### src/rtl/instr_fetch_if.sv
// Fetch-stage bus bundle: instruction-memory request/response, control-flow
// redirect input, and the valid/ready handshake toward decode.
// "master" is the fetch unit; "slave" is the surrounding memory/decode side.
interface instr_fetch_if;
    logic        imem_req;
    logic [31:0] imem_addr;
    logic        imem_gnt;
    logic        imem_rvalid;
    logic [31:0] imem_rdata;
    logic        redirect;
    logic [31:0] redirect_pc;
    logic        if_valid;
    logic        if_ready;
    logic [31:0] if_pc;
    logic [31:0] if_instr;
    logic        halted;

    modport master (
        output imem_req, imem_addr,
        input  imem_gnt, imem_rvalid, imem_rdata,
        input  redirect, redirect_pc,
        output if_valid, if_pc, if_instr,
        input  if_ready,
        output halted
    );

    modport slave (
        input  imem_req, imem_addr,
        output imem_gnt, imem_rvalid, imem_rdata,
        output redirect, redirect_pc,
        input  if_valid, if_pc, if_instr,
        output if_ready,
        input  halted
    );
endinterface

### src/rtl/instr_fetch.sv
// Instruction fetch stage: owns the PC, issues one outstanding word fetch at a
// time, buffers returned words with their PC in a small FIFO for decode,
// discards in-flight responses on redirect and stops fetching after ebreak.
module instr_fetch #(
    parameter logic [31:0] RESET_PC = 32'h8000_0000,
    parameter int          DEPTH    = 2
) (
    input  logic          clk,
    input  logic          rst_n,
    instr_fetch_if.master bus
);
    localparam int                PTR_W    = (DEPTH > 1) ? $clog2(DEPTH) : 1;
    localparam int                CNT_W    = PTR_W + 1;
    localparam logic [CNT_W-1:0]  FULL_CNT = CNT_W'(DEPTH);
    localparam logic [31:0]       EBREAK   = 32'h0010_0073;

    typedef enum logic [1:0] {
        S_REQ  = 2'd0,
        S_WAIT = 2'd1,
        S_DROP = 2'd2,
        S_HALT = 2'd3
    } state_t;

    state_t            r_state;
    state_t            w_state_nxt;
    logic [31:0]       r_pc;
    logic [31:0]       w_pc_nxt;
    logic [31:0]       r_pend_pc;
    logic [31:0]       r_fifo_pc    [DEPTH];
    logic [31:0]       r_fifo_instr [DEPTH];
    logic [PTR_W-1:0]  r_rd_ptr;
    logic [PTR_W-1:0]  r_wr_ptr;
    logic [CNT_W-1:0]  r_count;
    logic              w_req;
    logic              w_grant;
    logic              w_push;
    logic              w_pop;
    logic              w_flush;
    logic              w_pend_load;
    logic              w_unused_lsb;

    // The low address bits of a redirect target are ignored by design.
    assign w_unused_lsb = ^bus.redirect_pc[1:0];

    // Request only while out of reset and the FIFO has a free slot, so every
    // response is guaranteed a place to land.
    assign w_req   = rst_n && (r_state == S_REQ) && (r_count < FULL_CNT);
    assign w_grant = w_req && bus.imem_gnt;

    assign bus.imem_req  = w_req;
    assign bus.imem_addr = r_pc;
    assign bus.if_valid  = (r_count != '0);
    assign bus.if_pc     = r_fifo_pc[r_rd_ptr];
    assign bus.if_instr  = r_fifo_instr[r_rd_ptr];
    assign bus.halted    = (r_state == S_HALT);

    // Next-state, PC and FIFO control; redirect overrides everything else.
    always_comb begin
        w_state_nxt = r_state;
        w_pc_nxt    = r_pc;
        w_pend_load = 1'b0;
        w_push      = 1'b0;
        w_flush     = 1'b0;
        w_pop       = (r_count != '0) && bus.if_ready;

        case (r_state)
            S_REQ: begin
                if (w_grant) begin
                    w_pend_load = 1'b1;
                    w_pc_nxt    = r_pc + 32'd4;
                    w_state_nxt = S_WAIT;
                end
            end
            S_WAIT: begin
                if (bus.imem_rvalid) begin
                    w_push      = 1'b1;
                    w_state_nxt = (bus.imem_rdata == EBREAK) ? S_HALT : S_REQ;
                end
            end
            S_DROP: begin
                if (bus.imem_rvalid) begin
                    w_state_nxt = S_REQ;
                end
            end
            S_HALT: begin
                w_state_nxt = S_HALT;
            end
            default: begin
                w_state_nxt = S_REQ;
            end
        endcase

        if (bus.redirect) begin
            w_flush  = 1'b1;
            w_push   = 1'b0;
            w_pop    = 1'b0;
            w_pc_nxt = {bus.redirect_pc[31:2], 2'b00};
            case (r_state)
                // A grant in the redirect cycle is still an issued request
                // whose response must be swallowed.
                S_REQ:          w_state_nxt = w_grant ? S_DROP : S_REQ;
                S_WAIT, S_DROP: w_state_nxt = bus.imem_rvalid ? S_REQ : S_DROP;
                default:        w_state_nxt = S_REQ;
            endcase
        end
    end

    // State, PC and pending-request PC registers.
    always_ff @(posedge clk or negedge rst_n) begin
        if (!rst_n) begin
            r_state   <= S_REQ;
            r_pc      <= RESET_PC;
            r_pend_pc <= '0;
        end else begin
            r_state <= w_state_nxt;
            r_pc    <= w_pc_nxt;
            if (w_pend_load) begin
                r_pend_pc <= r_pc;
            end
        end
    end

    // FIFO pointers and occupancy; flush empties the buffer in one cycle.
    always_ff @(posedge clk or negedge rst_n) begin
        if (!rst_n) begin
            r_rd_ptr <= '0;
            r_wr_ptr <= '0;
            r_count  <= '0;
        end else if (w_flush) begin
            r_rd_ptr <= '0;
            r_wr_ptr <= '0;
            r_count  <= '0;
        end else begin
            if (w_push) begin
                r_wr_ptr <= r_wr_ptr + 1'b1;
            end
            if (w_pop) begin
                r_rd_ptr <= r_rd_ptr + 1'b1;
            end
            case ({w_push, w_pop})
                2'b10:   r_count <= r_count + 1'b1;
                2'b01:   r_count <= r_count - 1'b1;
                default: r_count <= r_count;
            endcase
        end
    end

    // FIFO storage; cleared on reset so the head reads zero until first push.
    always_ff @(posedge clk or negedge rst_n) begin
        if (!rst_n) begin
            for (int i = 0; i < DEPTH; i++) begin
                r_fifo_pc[i]    <= '0;
                r_fifo_instr[i] <= '0;
            end
        end else if (w_push) begin
            r_fifo_pc[r_wr_ptr]    <= r_pend_pc;
            r_fifo_instr[r_wr_ptr] <= bus.imem_rdata;
        end
    end
endmodule

### src/flat_wrapper.sv
// flat-port wrapper written by rule: the top's interface ports become plain ports
module instr_fetch_flat 
#(
    parameter logic [31:0] RESET_PC = 32'h8000_0000,
    parameter int          DEPTH    = 2
)
  (clk, rst_n, bus_imem_req, bus_imem_addr, bus_imem_gnt, bus_imem_rvalid, bus_imem_rdata, bus_redirect, bus_redirect_pc, bus_if_valid, bus_if_pc, bus_if_instr, bus_if_ready, bus_halted);
  instr_fetch_if bus_i ();
  input  logic clk;
  input  logic rst_n;
  output wire logic [$bits(bus_i.imem_req)-1:0] bus_imem_req;
  output wire logic [$bits(bus_i.imem_addr)-1:0] bus_imem_addr;
  input wire logic [$bits(bus_i.imem_gnt)-1:0] bus_imem_gnt;
  input wire logic [$bits(bus_i.imem_rvalid)-1:0] bus_imem_rvalid;
  input wire logic [$bits(bus_i.imem_rdata)-1:0] bus_imem_rdata;
  input wire logic [$bits(bus_i.redirect)-1:0] bus_redirect;
  input wire logic [$bits(bus_i.redirect_pc)-1:0] bus_redirect_pc;
  output wire logic [$bits(bus_i.if_valid)-1:0] bus_if_valid;
  output wire logic [$bits(bus_i.if_pc)-1:0] bus_if_pc;
  output wire logic [$bits(bus_i.if_instr)-1:0] bus_if_instr;
  input wire logic [$bits(bus_i.if_ready)-1:0] bus_if_ready;
  output wire logic [$bits(bus_i.halted)-1:0] bus_halted;
  assign bus_imem_req = bus_i.imem_req;
  assign bus_imem_addr = bus_i.imem_addr;
  assign bus_i.imem_gnt = bus_imem_gnt;
  assign bus_i.imem_rvalid = bus_imem_rvalid;
  assign bus_i.imem_rdata = bus_imem_rdata;
  assign bus_i.redirect = bus_redirect;
  assign bus_i.redirect_pc = bus_redirect_pc;
  assign bus_if_valid = bus_i.if_valid;
  assign bus_if_pc = bus_i.if_pc;
  assign bus_if_instr = bus_i.if_instr;
  assign bus_i.if_ready = bus_if_ready;
  assign bus_halted = bus_i.halted;
  instr_fetch #(.RESET_PC(RESET_PC), .DEPTH(DEPTH)) u_core (.clk(clk), .rst_n(rst_n), .bus(bus_i));
endmodule
### config.mk
export PLATFORM = sky130hd
export DESIGN_NAME = instr_fetch_flat
export DESIGN_NICKNAME = d
export VERILOG_FILES = /design/src/rtl/instr_fetch_if.sv /design/src/rtl/instr_fetch.sv /design/src/flat_wrapper.sv
export SDC_FILE = /design/constraint.sdc
export NUM_CORES = 1
export LEC_CHECK = 0
export ABC_AREA = 1
export CAP_MARGIN = 20
export CORE_ASPECT_RATIO = 0.6
export CORE_MARGIN = 5
export CORE_UTILIZATION = 53
export DETAILED_ROUTE_END_ITERATION = 12
export GPL_TIMING_DRIVEN = 0
export PLACE_DENSITY = 0.81
export SLEW_MARGIN = 20
export SYNTH_ARGS = -nofsm -noshare
export SYNTH_HDL_FRONTEND = slang
export SYNTH_SLANG_ARGS = --single-unit
### constraint.sdc
create_clock -name clk -period 2 [get_ports clk]
set_input_delay 0.4 -clock clk [delete_from_list [all_inputs] [get_ports clk]]
set_output_delay 0.4 -clock clk [all_outputs]
set_load 0.01 [all_outputs]
# Word-level counts from Yosys, hierarchy flattened
# Index checks and enable logic that the tools add are counted.
# Widths: inputs -> output; s select.
# totals
register_bits	198
latch_bits	0
mem_bits_rw	0
romBits	0
input_bits	70
out_inout_bits	99
wordCells	80
memories	0
# classes
addsub	5
mul	0
n_div	0
order_cmp	4
eq_ne	9
shifts	0
muxes	35
bitwise_logic	2
n_reduce_logical	15
# ops
op	count
$mux 32	10
$bwmux 64	2
$add 32x3->32 const B	1
$demux 32 s1	1
$eq 32x21->1 const B	1
$mux 2	8
$mux 1	11
$reduce_bool 2->1	5
$pmux 2 s2	2
$pmux 2 s4	1
$eq 2x2->1 const B	3
$ne 3x3->1 const B	2
$logic_and 1x1->1	5
$eq 2x1->1 const B	2
$ge 2x2->1 const B	2
$not 1->2	2
$ne 3x2->1 const B	1
$reduce_and 3->1	1
$reduce_bool 3->1	1
$add 1x1->1 const B	2
$add 2x1->2 const B	1
$logic_not 2->1	1
$lt 2x1->1 const B	1
$lt 2x2->1 const B	1
3 further kinds	3

# Depth between registers and ports, before layout
# Gate-level depths: netlist of the first run.
# depth
word_depth	7
ltp_mapped	12
ltp_nobuf	12

# Worst setup path after synthesis of the first run
# Ideal clock, no wire load.
# synth_timing
path_kind	reg2reg
startpoint	reg u_core.r_state[0]
endpoint	reg u_core.r_pc[5] (netlist: u_core.bus.imem_addr[5])
setup_time_ns	0.133
t_arrival_ns	1.532
t_required_ns	1.867
slack_ns	0.335
path_stages_with_launch	10
n_path_buf	1
synth_period_minus_slack_ns	1.665
path_cell_list	dfrtp_1 > inv_1 > ha_1 > nand2_1 > nor2_2 > nand2_4 > buf_2 > nor2_1 > xor2_1 > a21oi_1
# synth_via
elab_chain_len	6
word_cells_on_any_way	7
cone_classes	7 x reduce/logical
# synth_lines
item	line_no	rtl
start, declared	instr_fetch.sv:24	state_t r_state;
start signal, assigned	instr_fetch.sv:115	r_state <= w_state_nxt;
$logic_not 2->1	instr_fetch.sv:47	assign w_req = rst_n && (r_state == S_REQ) && (r_count < FULL_CNT);
$logic_and 1x1->1 (2 in series)	instr_fetch.sv:47	
via bus_imem_req	flat_wrapper.sv:11	output wire logic [$bits(bus_i.imem_req)-1:0] bus_imem_req;
$logic_and 1x1->1	instr_fetch.sv:48	assign w_grant = w_req && bus.imem_gnt;
$reduce_bool 2->1 (no line)	-	
$reduce_and 2->1 (no line)	-	
end signal, assigned	instr_fetch.sv:116	r_pc <= w_pc_nxt;
end, declared	instr_fetch.sv:26	logic [31:0] r_pc;
# The timed path passes the listed nets, and every way through them passes these cells.
# A chain may end at the register's enable or synchronous reset.

# Worst setup path after layout of the first run
# layout_timing
startpoint	reg u_core.r_rd_ptr
endpoint	out bus_if_instr[16]
# layout_via
elab_chain_len	4
# layout_lines
item	line_no	rtl
start, declared	instr_fetch.sv:31	logic [PTR_W-1:0] r_rd_ptr;
start signal, assigned	instr_fetch.sv:138	r_rd_ptr <= r_rd_ptr + 1'b1;
$not 1->2 (not written as such)	instr_fetch.sv:54	assign bus.if_instr = r_fifo_instr[r_rd_ptr];
$mux 32 (not written as such) (3 in series)	instr_fetch.sv:54	
end, declared	flat_wrapper.sv:20	output wire logic [$bits(bus_i.if_instr)-1:0] bus_if_instr;
# Every way passes these cells. The select of a mux whose other input is x is not followed.

==> summary.txt, run 1 <==
Outcome
  • Status: complete, but fails checks
  • Failing checks: negative setup slack

Route
  • Vias per cell: 5.46
  • Post-DRT Antenna Nets: 0
  • DRC viols: 0
  • Routed vias: 8960
  • Total Wirelength: 30300 um
  • First drt pass iteration count: 7
  • Iter 0 DRT Violations: 1155
  • Wire per inst: 18.5 um

Synth
  • Post-synthesis xor/xnor area fraction: 1.15%
  • Synth Area in Compound Gates: 11.5%
  • Post-synthesis mux area share: 0%
  • Largest family of logic cells by synthesized area: simple AND/OR/NAND/NOR gates
  • Area fraction in and, or, nand and nor cells after synthesis: 26.5%
  • Post-synthesis adder-cell area fraction: 0.824%
  • Post-Syn Instances: 1178
  • Synth cell types: 38
  • Post-synth EDFFs: 0
  • Async SR Flop Fraction: 100%
  • Synth warn: 0
  • Register bit total from synthesis: 190
  • Syn_area_per_cell: 7.74 um^2
  • Post-synth design cell area: 9110 um^2
  • Top FF cell, synth: dfrtp_1
  • Seq/Total Area, Yosys: 52.2%

Critical path
  • CP Capture Type: output pin
  • Data required time of the worst path: 1.60 ns
  • Nature of the critical path startpoint: register
  • WP data arrival: 1.61 ns
  • Crit Path Category: reg -> out
  • CP peak stage delay: 0.47 ns
  • Slowest CP cell: dfrtp_2
  • Crit path max fanout: 5
  • Most frequent CP cell: buf_6
  • CP cell instances: inv_8, buf_6, buf_6, clkbuf_16, nand2_2, nand2_1, buf_2
  • R2R depth: 12

Timing
  • Skew final: 0.0105 ns
  • Slew headroom: 53.3%
  • Fin. Hold Viols: 0
  • Post-layout min period: 2.01 ns
  • RSZ-0062 raised after global routing: true
  • Max Clk Rate: 498 MHz
  • Period utilization: 100%
  • # setup viols final: 4
  • Final hold slack: 0.00472 ns
  • Worst Tran Pin Value: 0.700 ns
  • Slew Viols, Final: 0
  • Final setup margin: -0.00945 ns

Die
  • Core ar.: 17000 um^2
  • Die area: 20000 um^2
  • Die X: 179 um
  • Initial core utilization: 53.6%
  • Die H: 112 um
  • Ports: 169
  • Site Rows: 37

Finish
  • Final-layout fill cell count: 1305
  • Final Util: 71.6%
  • Area growth, synth to finish: 33.5%
  • Ant. Diodes: 0
  • Count of non-filler cells in the finished layout: 1641
  • Most frequent cells in the layout: nand2_1, dfrtp_1, o21ai_0, inv_1, clkdlybuf4s50_1
  • Commonest non-fill, non-tap cell in the layout: nand2_1
  • Final net count: 1471
  • Share of layout cells above drive strength 1: 16.4%
  • Final instance area: 12200 um^2

Global route
  • Total Routing Usage GR: 30.3%
  • Grt ovf: 0
  • Vias in the first global route: 8679
  • Initial antenna violation count: 0
  • First-pass GRT wire length: 47100 um
  • Largest net degree at the start of global routing: 40

Clock tree
  • CTS Buf Count: 17
  • Clock insertion delay at the later pin of the skew report: 0.44 ns
  • Clk slew on worst S/H paths: 0.08 ns
  • CTS tree: yes
  • H-tree Lvls: 4
  • TritonCTS Sinks: 190
  • CTS Root Cell: clkbuf_16
  • Max Root-Sink Buffers: 2

Power
  • Leak: 6.12 nW
  • Maximum vdd drop: 0.658 mV
  • PwrDens: 1210 nW/um^2

Placement
  • Inst Count DP: 1579
  • Port bufs: 162
  • Detailed Place HPWL: 20400 um
  • Placed Area: 11100 um^2
  • Pre-CTS setup slack: -0.900 ns
  • RePlAce Congestion: 0.956

Hold path
  • HP Class: in -> async

Job
  • Max cap viols: 0
-- state kept, by name, summed over array words and instances, names as in the netlist --
signal and flops:
u_core.r_rd_ptr 1, u_core.r_fifo_pc 60, u_core.r_pend_pc 30, u_core.r_wr_ptr 1
u_core.r_state 2, u_core.r_count 2, u_core.bus.imem_addr 30, u_core.r_fifo_instr 64
-- cell type report --
class / instances / area (um^2) / share of cell area (%)
Inverter: 108 / 417 / 3.43
Clock buffer: 19 / 453 / 3.72
Clock inverter: 12 / 120 / 0.987
Multi-Input combinational cell: 824 / 3770 / 31.0
Buffer: 57 / 478 / 3.93
Sequential cell: 190 / 4760 / 39.1
Tap cell: 234 / 293 / 2.41
Timing Repair Buffer: 197 / 1870 / 15.4
-- critical path, delay by kind of cell (launching register included) --
kind          cells  cell delay [ns]
buf+inv           5             0.61
flops             1             0.47
simple gates      2             0.10
-- metrics by stage --
| stage | TNS (ns) | power (mW) |
|---|---|---|
| 2_1_floorplan | 0 | 8.61 |
| 3_3_place_gp | -1840.71 | 11.1 |
| 3_5_place_dp | -93.38 | 11.3 |
| 4_1_cts | -0.0634 | 14.4 |
| 5_1_grt | -0.601 | 15.6 |
| 6_report | -0.0206 | 14.8 |
-- worst paths after layout --
| kind | end | start | slack (ns) |
|---|---|---|---|
| worst max register to register | u_core.r_state[1]$_DFFE_PN0P_ | u_core.r_state[0]$_DFFE_PN0P_ | 0.09 |
| worst max-delay path | bus_if_instr[16] | u_core.r_rd_ptr$_DFFE_PN0P_ | -0.009 |
| max in group asynchronous | u_core.r_pend_pc[19]$_DFFE_PN0P_ | rst_n | 1.20 |
| worst min register to register | u_core.r_fifo_instr[14]$_DFFE_PN0P_ | u_core.r_fifo_instr[14]$_DFFE_PN0P_ | 0.49 |
| min in group clk | u_core.r_fifo_instr[14]$_DFFE_PN0P_ | u_core.r_fifo_instr[14]$_DFFE_PN0P_ | 0.49 |
| worst min-delay path | u_core.r_fifo_instr[3]$_DFFE_PN0P_ | rst_n | 0.005 |
-- kinds of logic after synthesis --
group / after synthesis
flip-flops: 190
adder cells (fa/ha/maj): 6
AO/OA/AOI/OAI: 203
AND/OR/NAND/NOR: 599
XOR/XNOR: 12
other: 1
buffers and inverters: 167
-- cell usage after synthesis (2+ instances only) --
cell        n  area [um^2]
nor3_4      2         32.5
nor2_2      4         25.0
buf_6       6         67.6
a21oi_1    16         80.1
nand4_1     8         50.1
nor2_4      3         33.8
o21ai_0   125          626
nor3_1      4         20.0
nand2_1   471         1770
buf_2      18         90.1
nand3_1    31          155
nor2_1     65          244
xor2_1     11         96.3
buf_4       4         30.0
o21ai_2     3         26.3
o22ai_1     3         18.8
o211ai_1    3         22.5
inv_2       5         18.8
o21ai_1    49          245
dfrtp_1   189         4730
ha_1        6         75.1
inv_1     103          387
clkbuf_1   29          109
nand2_4     2         22.5
buf_1       2         7.51
nand2_2     4         25.0
-- power breakdown --
| group | leakage [nW] | switching, mW | internal [mW] | total (mW) |
|---|---|---|---|---|
| Clock | 0.280 | 1.63 | 1.71 | 3.34 |
| Combinational | 3.39 | 2.96 | 2.24 | 5.20 |
| Sequential | 2.45 | 0.995 | 5.22 | 6.21 |
| Total | 6.12 | 5.59 | 9.16 | 14.8 |
-- layer usage --
layer / wire length (um) / share of wire [%] / up-vias / GRT usage, %
li1: - / - / 4122 / -
met1: 13400 / 44 / 4226 / 47.6
met2: 12800 / 42 / 549 / 42.5
met3: 3400 / 11 / 63 / 7.67
met4: 656 / 2.2 / 0 / 6.39
met5: 0 / 0 / - / 0
-- what timing repair did --
item | in CTS | in global routing
endpoints found under the hold margin | 55 | 0
pin swaps | 3 | 14
setup endpoints to repair | 128 | 114
hold buffers | 5 | 0
buffers inserted | 15 | 9
gates cloned | 5 | 0
gates resized for setup | 258 | 97
(Power assumes the default switching activity.)
==> run 2, diff against run 1 <==
==> constraint.sdc (replaced) <==
create_clock -name clk -period 2 [get_ports clk]
set_input_delay 0.4 -clock clk [delete_from_list [all_inputs] [get_ports clk]]
set_output_delay 0.4 -clock clk [all_outputs]
set_load 0.1 [all_outputs]
==> summary.txt, run 2 (synthesis results as in run 1) <==
Critical path
  • Data required time of the worst path: 1.60 ns (about the same)
  • Crit path max fanout: 10 (+5)
  • Reg-to-reg setup timing slack: 0.07 ns (-0.02 ns)
  • WP data arrival: 1.67 ns (+0.06 ns)
  • CP Capture Type: output pin
  • Crit Path Category: reg -> out
  • Nature of the critical path startpoint: register

Timing
  • Slew Viols, Final: 0 (unchanged)
  • Worst Tran Pin Value: 0.761 ns (+0.0609 ns)
  • Post-layout min period: 2.07 ns (+0.0576 ns)
  • Fin. Hold Viols: 0 (unchanged)
  • # setup viols final: 30 (+26)
  • RSZ-0062 raised after global routing: true
  • Final setup margin: -0.0670 ns (-0.0576 ns)
  • Max Clk Rate: 484 MHz (-2.8%)
  • Period utilization: 103% (+2.9 points)
  • Slew headroom: 49.3% (-4.1 points)
  • Skew final: 0.0136 ns (+0.00308 ns)

Die
  • Site Rows: 37 (unchanged)
  • Ports: 169 (unchanged)
  • Die X: 179 um (unchanged)
  • Initial core utilization: 53.6% (unchanged)
  • Core ar.: 17000 um^2 (unchanged)
  • Die H: 112 um (unchanged)
  • Die area: 20000 um^2 (unchanged)

Clock tree
  • Clk slew on worst S/H paths: 0.08 ns (about the same)
  • H-tree Lvls: 4 (unchanged)
  • TritonCTS Sinks: 190 (unchanged)
  • CTS Root Cell: clkbuf_16
  • CTS Buf Count: 17 (unchanged)
  • Max Root-Sink Buffers: 2 (unchanged)
  • CTS tree: yes
  • Clock insertion delay at the later pin of the skew report: 0.45 ns (about the same)

Global route
  • First-pass GRT wire length: 45800 um (-2.7%)
  • Total Routing Usage GR: 29.4% (-0.91 points)
  • Most Crowded Layer GR: met1
  • Initial antenna violation count: 0 (unchanged)
  • Grt met1 use: 45.6% (-2.1 points)
  • Largest net degree at the start of global routing: 70 (+75%)
  • Grt ovf: 0 (unchanged)
  • Grt met2 use: 40.4% (-2.1 points)
  • Met3 global-route usage: 8.48% (+0.81 points)
  • Vias in the first global route: 8477 (-2.3%)

Job
  • Max cap viols: 0 (unchanged)

Finish
  • Ant. Diodes: 0 (unchanged)
  • Area growth, synth to finish: 41.0%
  • Count of non-filler cells in the finished layout: 1622 (-1.2%)
  • Most frequent cells in the layout: nand2_1, dfrtp_1, o21ai_0, inv_1, nand2_2
  • Max reg flops: 64 (unchanged)
  • Final net count: 1451 (-1.4%)
  • Most flops, register: u_core.r_fifo_instr
  • Share of layout cells above drive strength 1: 22.7% (+6.3 points)
  • Biggest regs: u_core.r_fifo_instr x64, u_core.r_fifo_pc x60
  • Commonest non-fill, non-tap cell in the layout: nand2_1
  • Final Util: 75.6% (+4.0 points)

Placement
  • Inst Count DP: 1579 (unchanged)
  • Detailed Place HPWL: 20400 um (-0.21%)
  • Port bufs: 162 (unchanged)
  • RePlAce Congestion: 0.981 (+2.7%)

Power
  • Clock network power share: 15.5% (-7.1 points)
  • Seq pwr share: 28.5% (-14 points)
  • PwrDens: 1700 nW/um^2 (+40%)
  • Net Sw Power: 11.1 mW (+99%)
  • Leak: 6.17 nW (+0.73%)
  • Sw Ratio: 50.9% (+13 points)
  • Final Power: 21.9 mW (+48%)
  • Comb power frac: 56.1% (+21 points)
  • Internal power: 10.7 mW (+17%)
  • Maximum vdd drop: 1.16 mV (+77%)

Route
  • Vias per cell: 5.48 (+0.43%)
  • Wire per inst: 18.5 um (about the same)
  • Routed vias: 8894 (-0.74%)
  • DRC viols: 0 (unchanged)
  • Total Wirelength: 30000 um (-1.1%)
  • Post-DRT Antenna Nets: 0 (unchanged)
  • Iter 0 DRT Violations: 1134 (-1.8%)
  • First drt pass iteration count: 5 (-2)

Outcome
  • Failing checks: negative setup slack
  • Status: complete, but fails checks

Hold path
  • HP Class: in -> async
==> run 2: per-stage QoR <==
stage                     setup WS, ns  area, um^2   TNS, ns  hold WS (ns)
after CTS                      -0.0122       12400   -0.0470        -0.126
after detailed placement         -1.17       11300   -103.55         0.339
after global routing           -0.0767       12800     -2.71        0.0332
final                          -0.0670       12800    -0.834        0.0251
after global placement           -7.97       11300  -1874.82         0.465
after floorplan                -0.0738        9340    -0.790         0.104
==> run 2: final timing paths <==
kind | start | end | depth (start not counted)
min reg2reg | u_core.r_fifo_pc[5]$_DFFE_PN0P_ | u_core.r_fifo_pc[5]$_DFFE_PN0P_ | 2
max | u_core.r_rd_ptr$_DFFE_PN0P_ | bus_if_pc[31] | 5
min in group clk | u_core.r_fifo_pc[5]$_DFFE_PN0P_ | u_core.r_fifo_pc[5]$_DFFE_PN0P_ | 2
min | rst_n | u_core.r_fifo_instr[11]$_DFFE_PN0P_ | 2
max reg2reg | u_core.r_state[1]$_DFFE_PN0P_ | u_core.r_fifo_pc[25]$_DFFE_PN0P_ | 9
max in group asynchronous | rst_n | u_core.r_fifo_pc[8]$_DFFE_PN0P_ | 3
==> run 2: cell type report <==
cell class / count / area (um^2)
multi-input cells: 824 / 3930
plain buffers: 58 / 462
clock inverters: 13 / 124
clock buffers: 19 / 453
repair inverters: 1 / 5.00
well taps: 234 / 293
flip-flops and latches: 190 / 4770
fillers: 1149 / 4140
inverters: 108 / 413
repair buffers: 175 / 2400
==> run 2: power by group through the flow <==
stage | Sequential, mW | Combinational [mW] | Clock (mW)
floorplan | 6.65 | 7.33 | 0
finish | 6.23 | 12.3 | 3.38
detailed placement | 6.16 | 10.5 | 0
CTS | 6.11 | 11.5 | 3.34
global route | 6.38 | 12.9 | 3.54
global placement | 6.11 | 10.3 | 0
==> run 2: repair_timing <==
action / 4_1_cts / 5_1_grt
cloned: 1 / 1
pin swaps: 1 / 4
endpoints found under the hold margin: 54 / 54
endpoints found under the setup margin: 105 / 128
gates resized for setup: 636 / 108
buffers inserted: 4 / 3
==> run 2: metal layers <==
metal  vias to the layer above  part of all wire, %  wire length, um
met5                         -                    0                0
met4                         0                  2.1              632
met3                        65                   11             3280
met2                       482                   43            12700
met1                      4253                   44            13300
li1                       4094                    -                -
==> run 2: worst max-delay path: stages, from the launching register on <==
cell,delay [ns]
dfrtp_2,0.50
clkinv_2,0.17
clkbuf_8,0.21
nand2_1,0.09
nand2_2,0.08
buf_12,0.17
==> run 3, diff against run 2 <==
--- a/config.mk
+++ b/config.mk
@@ -9,10 +9,10 @@
 export CAP_MARGIN = 20
 export CORE_ASPECT_RATIO = 0.6
 export CORE_MARGIN = 5
-export CORE_UTILIZATION = 53
+export CORE_UTILIZATION = 48
 export DETAILED_ROUTE_END_ITERATION = 12
 export GPL_TIMING_DRIVEN = 0
-export PLACE_DENSITY = 0.81
+export PLACE_DENSITY = 0.77
 export SLEW_MARGIN = 20
 export SYNTH_ARGS = -nofsm -noshare
 export SYNTH_HDL_FRONTEND = slang
==> constraint.sdc (replaced) <==
create_clock -name clk -period 1.81 [get_ports clk]
set_input_delay 0.362 -clock clk [delete_from_list [all_inputs] [get_ports clk]]
set_output_delay 0.362 -clock clk [all_outputs]
set_load 0.1 [all_outputs]
==> summary.txt, run 3 (synthesis results as in run 1) <==
Power
  • Net Sw Power: 12.8 mW (+15%)
  • PwrDens: 1830 nW/um^2 (+7.3%)
  • Comb power frac: 58.0% (+1.9 points)
  • Sw Ratio: 50.5% (-0.46 points)
  • Clock network power share: 14.6% (-0.9 points)
  • Internal power: 12.6 mW (+17%)
  • Maximum vdd drop: 1.25 mV (+7.6%)
  • Seq pwr share: 27.4% (-1.1 points)
  • Leak: 6.71 nW (+8.8%)
  • Final Power: 25.3 mW (+16%)

Critical path
  • Crit path max fanout: 7 (-3)
  • WP data arrival: 1.68 ns (about the same)
  • R2R depth: 11 (+2)
  • Nature of the critical path startpoint: register
  • Crit Path Category: reg -> out
  • CP Capture Type: output pin
  • Data required time of the worst path: 1.45 ns (-0.15 ns)

Clock tree
  • Clk slew on worst S/H paths: 0.07 ns (about the same)
  • Max Root-Sink Buffers: 2 (unchanged)
  • CTS Root Cell: clkbuf_16
  • CTS Buf Count: 17 (unchanged)
  • H-tree Lvls: 4 (unchanged)
  • Clock insertion delay at the later pin of the skew report: 0.44 ns (about the same)
  • TritonCTS Sinks: 190 (unchanged)
  • CTS tree: yes
  • Quantity of hold-fixing buffers added after cts: 5

Timing
  • Period utilization: 113%
  • Max Clk Rate: 490 MHz
  • Final setup margin: -0.229 ns (-0.162 ns)
  • Worst Tran Pin Value: 0.580 ns (-0.182 ns)
  • Slew Viols, Final: 0 (unchanged)
  • Slew headroom: 61.4% (+12 points)
  • Fin. Hold Viols: 48 (+48)
  • Setup TNS Final: -12.75 ns (-11.92 ns)
  • Final hold slack: -0.0888 ns (-0.114 ns)
  • Post-layout min period: 2.04 ns
  • RSZ-0062 raised after global routing: true
  • Skew final: 0.0104 ns (-0.00315 ns)
  • # setup viols final: 84 (+180%)

Global route
  • Vias in the first global route: 8743 (+3.1%)
  • Initial antenna violation count: 0 (unchanged)
  • Largest net degree at the start of global routing: 51 (-27%)
  • Total Routing Usage GR: 27.9% (-1.5 points)
  • First-pass GRT wire length: 47400 um (+3.6%)
  • Grt ovf: 0 (unchanged)

Die
  • Initial core utilization: 48.4% (-5.3 points)
  • Site Rows: 39 (+5.4%)
  • Ports: 169 (unchanged)
  • Die X: 188 um (+4.8%)
  • Die area: 21900 um^2 (+9.6%)
  • Core ar.: 18800 um^2 (+11%)
  • Die H: 117 um (+4.6%)

Finish
  • Ant. Diodes: 0 (unchanged)
  • Final instance area: 13900 um^2 (+7.9%)
  • Share of layout cells above drive strength 1: 30.0% (+7.3 points)
  • Max reg flops: 64 (unchanged)
  • Final net count: 1485 (+2.3%)
  • Final Util: 73.6% (-2.0 points)
  • Commonest non-fill, non-tap cell in the layout: nand2_1
  • Biggest regs: u_core.r_fifo_instr x64, u_core.r_fifo_pc x60
  • Multi-input logic area: 4300 um^2 (+9.5%)
  • Most frequent cells in the layout: nand2_1, dfrtp_1, nand2_2, inv_1, o21ai_0
  • Area growth, synth to finish: 52.1%
  • Register area: 4780 um^2 (+0.24%)
  • Count of non-filler cells in the finished layout: 1668 (+2.8%)
  • Final-layout fill cell count: 1338 (+16%)
  • Most flops, register: u_core.r_fifo_instr

Route
  • DRC viols: 0 (unchanged)
  • Post-DRT Antenna Nets: 0 (unchanged)
  • Vias per cell: 5.48 (about the same)
  • Routed vias: 9142 (+2.8%)
  • Total Wirelength: 31600 um (+5.6%)
  • Iter 0 DRT Violations: 1231 (+8.6%)
  • Wire per inst: 19.0 um (+2.7%)
  • First drt pass iteration count: 5 (unchanged)

Hold path
  • HP Class: in -> async

Job
  • Max cap viols: 0 (unchanged)

Placement
  • Pre-CTS setup slack: -1.46 ns (-0.281 ns)
  • Detailed Place HPWL: 20000 um (-1.6%)
  • Port bufs: 162 (unchanged)
  • RePlAce Congestion: 0.959 (-2.3%)
  • Placed Area: 11300 um^2 (about the same)
  • Inst Count DP: 1590 (+0.70%)

Outcome
  • Failing checks: negative hold slack, negative setup slack
  • Status: complete, but fails checks
==> run 3: path summary, 6_finish.rpt <==
kind                                                   from                                   end  slack (ns)
min                                                   rst_n   u_core.r_fifo_instr[30]$_DFFE_PN0P_       -0.09
min reg2reg                u_core.r_fifo_pc[31]$_DFFE_PN0P_      u_core.r_fifo_pc[31]$_DFFE_PN0P_        0.49
min in group clk                        bus_redirect_pc[31]  u_core.bus.imem_addr[31]$_DFFE_PN1P_        0.45
max reg2reg                   u_core.r_state[0]$_DFFE_PN0P_  u_core.bus.imem_addr[20]$_DFFE_PN0P_       -0.11
max in group asynchronous                             rst_n      u_core.r_fifo_pc[25]$_DFFE_PN0P_        0.93
max                             u_core.r_rd_ptr$_DFFE_PN0P_                         bus_if_pc[12]       -0.23
==> run 3: what timing repair did <==
action                                  in CTS  in global routing
endpoints found under the hold margin       91                 48
pin swaps                                   17                 40
resized for setup                          790                191
setup buffers                               10                 21
endpoints found under the setup margin     269                244
cloned                                       6                  8
==> run 3: critical path, stage by stage, from the launching register on <==
cell	delay (ns)
dfrtp_2	0.56
buf_8	0.19
clkbuf_16	0.17
nand2_4	0.06
nand2_4	0.09
buf_12	0.17
==> run 3: layer usage <==
| layer | vias up | part of all wire, % | track usage (%) |
|---|---|---|---|
| met2 | 516 | 44 | 40.9 |
| li1 | 4165 | - | - |
| met1 | 4421 | 44 | 40.9 |
| met3 | 40 | 10 | 7.65 |
| met5 | - | 0 | 0 |
| met4 | 0 | 1.2 | 7.97 |
==> run 3: area by class of cell <==
type,count,share of cell area [%]
clock inverters,15,1.07
inverters,108,3.18
flip-flops and latches,190,34.5
repair inverters,2,0.108
plain buffers,56,4.05
well taps,246,2.22
multi-input cells,825,31.0
repair buffers,209,20.8
clock buffers,17,3.07
==> run 3: power groups by stage <==
| stage | clock [mW] | combinational, mW | sequential (mW) |
|---|---|---|---|
| finish | 3.71 | 14.7 | 6.94 |
| global route | 3.89 | 15.4 | 7.09 |
| CTS | 3.72 | 13.9 | 6.78 |
| detailed placement | 0 | 11.6 | 6.79 |
| global placement | 0 | 11.5 | 6.75 |
| floorplan | 0 | 8.11 | 7.36 |
